## src/rtl/mp_add_sequencer.sv

```systemverilog
// rtl/mp_add_sequencer.sv - multi-word add/sub sequencer feeding an external adder core
module mp_add_sequencer #(
  parameter int WIDTH     = 64,
  parameter int MAX_WORDS = 16
) (
  input  logic             clk,
  input  logic             rst,
  input  logic             in_valid,
  output logic             in_ready,
  input  logic [WIDTH-1:0] in_a,
  input  logic [WIDTH-1:0] in_b,
  input  logic             in_cin,
  input  logic             in_sub,
  input  logic             in_last,
  output logic [WIDTH-1:0] add_a,
  output logic [WIDTH-1:0] add_b,
  output logic             add_cin,
  input  logic [WIDTH-1:0] add_sum,
  input  logic             add_cout,
  output logic             out_valid,
  input  logic             out_ready,
  output logic [WIDTH-1:0] out_sum,
  output logic             out_last,
  output logic             out_cout,
  output logic             out_err
);

  // Counter must reach MAX_WORDS-1; keep at least one bit for degenerate sizes.
  localparam int CW = (MAX_WORDS > 1) ? $clog2(MAX_WORDS) : 1;
  localparam logic [CW-1:0] CNT_LAST = CW'(MAX_WORDS - 1);

  typedef enum logic {
    ST_FIRST = 1'b0,
    ST_CHAIN = 1'b1
  } state_t;

  state_t        state;
  logic          sub_q;
  logic          carry_q;
  logic [CW-1:0] word_cnt;

  logic          sub_eff;
  logic          accept;
  logic          cnt_end;
  logic          op_end;

  // Operand steering to the adder core and handshake/termination decode.
  always_comb begin
    sub_eff  = 1'b0;
    add_cin  = 1'b0;
    in_ready = !out_valid || out_ready;
    accept   = in_valid && in_ready;
    cnt_end  = (word_cnt == CNT_LAST);
    op_end   = in_last || cnt_end;
    if (state == ST_FIRST) begin
      // Subtract needs the +1 of two's complement on the least-significant word.
      sub_eff = in_sub;
      add_cin = in_cin | in_sub;
    end else begin
      sub_eff = sub_q;
      add_cin = carry_q;
    end
    add_a = in_a;
    add_b = in_b ^ {WIDTH{sub_eff}};
  end

  // Sequencer state, carry chain and the one-entry registered output stage.
  always_ff @(posedge clk or posedge rst) begin
    if (rst) begin
      state     <= ST_FIRST;
      sub_q     <= 1'b0;
      carry_q   <= 1'b0;
      word_cnt  <= '0;
      out_valid <= 1'b0;
      out_sum   <= '0;
      out_last  <= 1'b0;
      out_cout  <= 1'b0;
      out_err   <= 1'b0;
    end else if (accept) begin
      out_sum   <= add_sum;
      carry_q   <= add_cout;
      out_valid <= 1'b1;
      out_last  <= op_end;
      out_err   <= cnt_end && !in_last;
      if (op_end) begin
        out_cout <= add_cout;
        word_cnt <= '0;
      end else begin
        word_cnt <= word_cnt + CW'(1);
      end
      case (state)
        ST_FIRST: begin
          sub_q <= in_sub;
          if (!op_end) begin
            state <= ST_CHAIN;
          end
        end
        ST_CHAIN: begin
          if (op_end) begin
            state <= ST_FIRST;
          end
        end
        default: state <= ST_FIRST;
      endcase
    end else if (out_ready) begin
      out_valid <= 1'b0;
    end
  end

endmodule
```

## config.mk

```make
export PLATFORM = sky130hd
export DESIGN_NAME = mp_add_sequencer
export DESIGN_NICKNAME = d
export VERILOG_FILES = /design/src/rtl/mp_add_sequencer.sv
export SDC_FILE = /design/constraint.sdc
export NUM_CORES = 1
export LEC_CHECK = 0
export ABC_CLOCK_PERIOD_IN_PS = 3090
export CAP_MARGIN = 20
export CORE_AREA = 2 2 155 157
export CTS_BUF_LIST = sky130_fd_sc_hd__clkbuf_4 sky130_fd_sc_hd__clkbuf_8
export DETAILED_ROUTE_END_ITERATION = 8
export DIE_AREA = 0 0 157 159
export GPL_ROUTABILITY_DRIVEN = 0
export GPL_TIMING_DRIVEN = 1
export PLACE_DENSITY = 0.51
export SKIP_CTS_REPAIR_TIMING = 1
export SYNTH_ARGS = -nofsm -noshare
export SYNTH_HDL_FRONTEND = slang
export SYNTH_SLANG_ARGS = --single-unit
```

## constraint.sdc

```tcl
create_clock -name clk -period 3.09 [get_ports clk]
set_clock_uncertainty 0.05 [all_clocks]
set_input_delay 0.618 -clock clk [delete_from_list [all_inputs] [get_ports clk]]
set_output_delay 0.618 -clock clk [all_outputs]
set_load 0.05 [all_outputs]
```

==> summary.md <==
| Metric | Value |
|---|---|
| Multi-input combinational cell area | 0.00179 sq mm |
| Die W | 157 um |
| Share of the synthesized area in the top cell type | 43.0% |
| Crit Path Category | input pin to primary output |
| Dpl cell area | 0.00754 sq mm |
| Outcome | finished, final reports clean |
| Clock transition at path regs | 0.08 ns |
| Post-Place Cells | 833 |
| Async SR Flop Fraction | 100% |
| Dpl ws | 0.303 ns |
| Area share of and/or/nand/nor cells after synthesis | 2.21% |
| Sum Neg Setup Slack | 0 ns |
| Synth unique cells | 29 |
| Final Setup Violations | 0 |
| Initial DRC count | 36 |
| Max Cap Violations | 0 |
| Final Cell Area | 0.00775 sq mm |
| Leading area contributor after synthesis | dfrtp_1 |
| Syn Nets | 520 |
| Largest stage delay on the critical path | 0.46 ns |
| Static Leak | 0.00318 uW |
| Cell family with most CP delay | buffers and inverters |
| Unrepaired setup endpoints after global routing | no |
| Peak Freq | 0.361 GHz |
| Gr usage total | 12.4% |
| Post-synth top cells | 75 x dfrtp_1, 69 x buf_4, 66 x mux2_4 |
| Post-synth EDFFs | 0 |
| Fill cells | 2272 |
| Total grt overflow | 0 |
| Crit path required time | 2.42 ns |
| Synth Area in Compound Gates | 1.95% |
| Register area | 0.00188 sq mm |
| Synth Warn # | 0 |
| Tcrit/Tclk final | 89.6% |
| Mapped cell area | 0.00436 sq mm |
| CTS tree | done |
| Ratio of cells with drive above 1 in the final layout | 30.4% |
| Initial DRT Pass Iterations | 4 |
| Worst skew pair latency | 0.35 ns |
| Final setup margin | 0.321 ns |
| Seq/Total Area, Yosys | 43.0% |
| Pin count of the biggest net entering global routing | 48 |
| Mux cell area share after synthesis | 23.4% |
| Syn avg cell area | 13.7 sq um |
| Most used cell, CP | buf_12 |
| Die footprint | 0.0250 sq mm |
| Per-cell routed wire length | 18.5 um |
| Final hold violation count | 0 |
| Root buffer cell | clkbuf_8 |
| Final Net Count | 726 |
| CP max stage cell | clkdlybuf4s50_1 |
| M3 GR Usage | 4.82% |
| P&R area growth vs syn | 77.7% |
| CP Launch Type | input pin |
| Hold Path Class | flip-flop to flip-flop |
| Post-route ant nets | 0 |
| M2 GR Usage | 23.4% |
| Worst vdd ir | 0.264 mV |
| Main synth FF type | dfrtp_1 |
| Initial core utilization | 18.8% |
| Final Max Tran Viols | 0 |
| First-pass GRT wire length | 22.6 mm |
| Routed WL | 15.7 mm |
| Post-Syn Instances | 319 |
| Placed wire-length estimate | 13.2 mm |
| Fin crit period | 2.77 ns |
| Antenna violations before repair | 1 |
| IO Port Bufs | 269 |
| Synth Area in Adders | 0.287% |
| Worst-path cell chain | clkdlybuf4s50_1 -> mux2i_4 -> buf_12 -> buf_12 -> xnor2_1 -> buf_12 |
| Slew headroom | 53.1% |
| Htree depth | 3 |
| Xor/xnor share of the synthesized area | 12.9% |
| Largest cells by area after synthesis | dfrtp_1 43%, mux2_4 23%, xnor2_1 13% |
| Vias in the first global route | 3499 |
| Worst-Margin Slew | 0.702 ns |
| Finished Layout Cells | 850 |
| Final routed DRC violation total | 0 |
| Clock Tree Buf Depth | 2 |
| Total CTS buffers | 9 |
| Rows | 56 |
| Synth Register Bits | 75 |
| Worst R2R Setup Slack | 1.44 ns |
| Crit path DAT | 2.10 ns |
| Largest family of logic cells by synthesized area | multiplexers |
| Power per cell area | 671 mW/mm^2 |
| CP max FO | 27 |
| Grt peak-use layer | met2 |
| Number of I/O pins | 398 |
| Leading cell type by number of instances after synthesis | dfrtp_1 |
| DIE HEIGHT | 159 um |
| Routed via count | 3106 |
| GR Layer Usage met1 | 11.7% |
| Via density | 3.65 |
| Clk sinks | 75 |
| Worst setup EP type | primary output |
| Core Region | 0.0232 sq mm |
| Worst path bufs/invs | 4 |
## kinds of logic after synthesis
kind of cell             count (synthesis)
AO/OA/AOI/OAI                           12
XOR/XNOR                                64
adder cells (fa/ha/maj)                  1
buffers and inverters                   83
flip-flops                              75
multiplexers                            69
AND/OR/NAND/NOR                         15
## through the flow
step / utilization [%] / hold slack [ns] / total power [uW]
final: 33.4 / 0.464 / 5200
after global routing: 33.4 / 0.485 / 5410
after CTS: 33.4 / 0.468 / 5280
after detailed placement: 32.5 / 0.441 / 4440
after global placement: 32.5 / 0.439 / 4430
after floorplan: - / 0.432 / 3180
## where the power goes
part | total, uW | switching [uW] | internal [uW]
clock | 804 | 414 | 390
combinational | 3150 | 1720 | 1430
sequential | 1250 | 111 | 1130
## layer usage
layer / wire length, um / part of all wire [%] / vias up
li1: - / - / 1398
met1: 5040 / 32 / 1483
met2: 8670 / 55 / 195
met3: 1640 / 10 / 30
met4: 365 / 2.3 / 0
met5: 0 / 0 / -
## area by class of cell
class / instances / area share, %
Sequential cell: 75 / 24.2
Inverter: 2 / 0.0969
Clock inverter: 6 / 0.937
Timing Repair Buffer: 276 / 44.8
Tap cell: 319 / 5.15
Clock buffer: 10 / 1.70
Multi-Input combinational cell: 161 / 23.1
Antenna cell: 1 / 0.0323
## cells in the final DEF (no fill, tap or decap), drive strengths merged
cell / instances
a21boi: 1
a21oi: 2
a31o: 1
a31oi: 1
a32oi: 1
and2: 1
and4b: 1
buf: 73
bufinv: 1
clkbuf: 10
clkdlybuf4s50: 203
clkinvlp: 3
dfrtp: 75
diode: 1
ha: 1
inv: 4
mux2: 67
mux2i: 2
nand2: 2
nand2b: 1
nand3: 4
nand4b: 1
nor2: 2
nor2b: 2
o21a: 1
o21ai: 2
o2bb2ai: 3
or2b: 1
xnor2: 64
## worst register-to-register path, delay by kind of cell (launching register included)
kind	cells	cell delay [ns]
and+or+nand+nor	2	0.41
muxes	1	0.38
DFF	1	0.41
buffers and inverters	1	0.30
## state kept, by name, indices dropped and copies added, names as in the netlist
name       cells
out_last       1
carry_q        1
out_valid      1
out_err        1
out_sum       64
state          1
word_cnt       4
sub_q          1
out_cout       1
## path summary, 6_finish.rpt
| kind | start | to | cells after the start |
|---|---|---|---|
| setup / recovery | in_sub | add_b[63] | 6 |
| hold / removal | out_last | out_last | 1 |
| setup reg to reg | out_valid | out_sum[55] | 4 |
| hold reg to reg | out_last | out_last | 1 |
| max in group asynchronous | rst | out_sum[55] | 3 |
| min in group asynchronous | rst | out_sum[56] | 2 |
No activity file was read; power rests on OpenSTA's default activity.
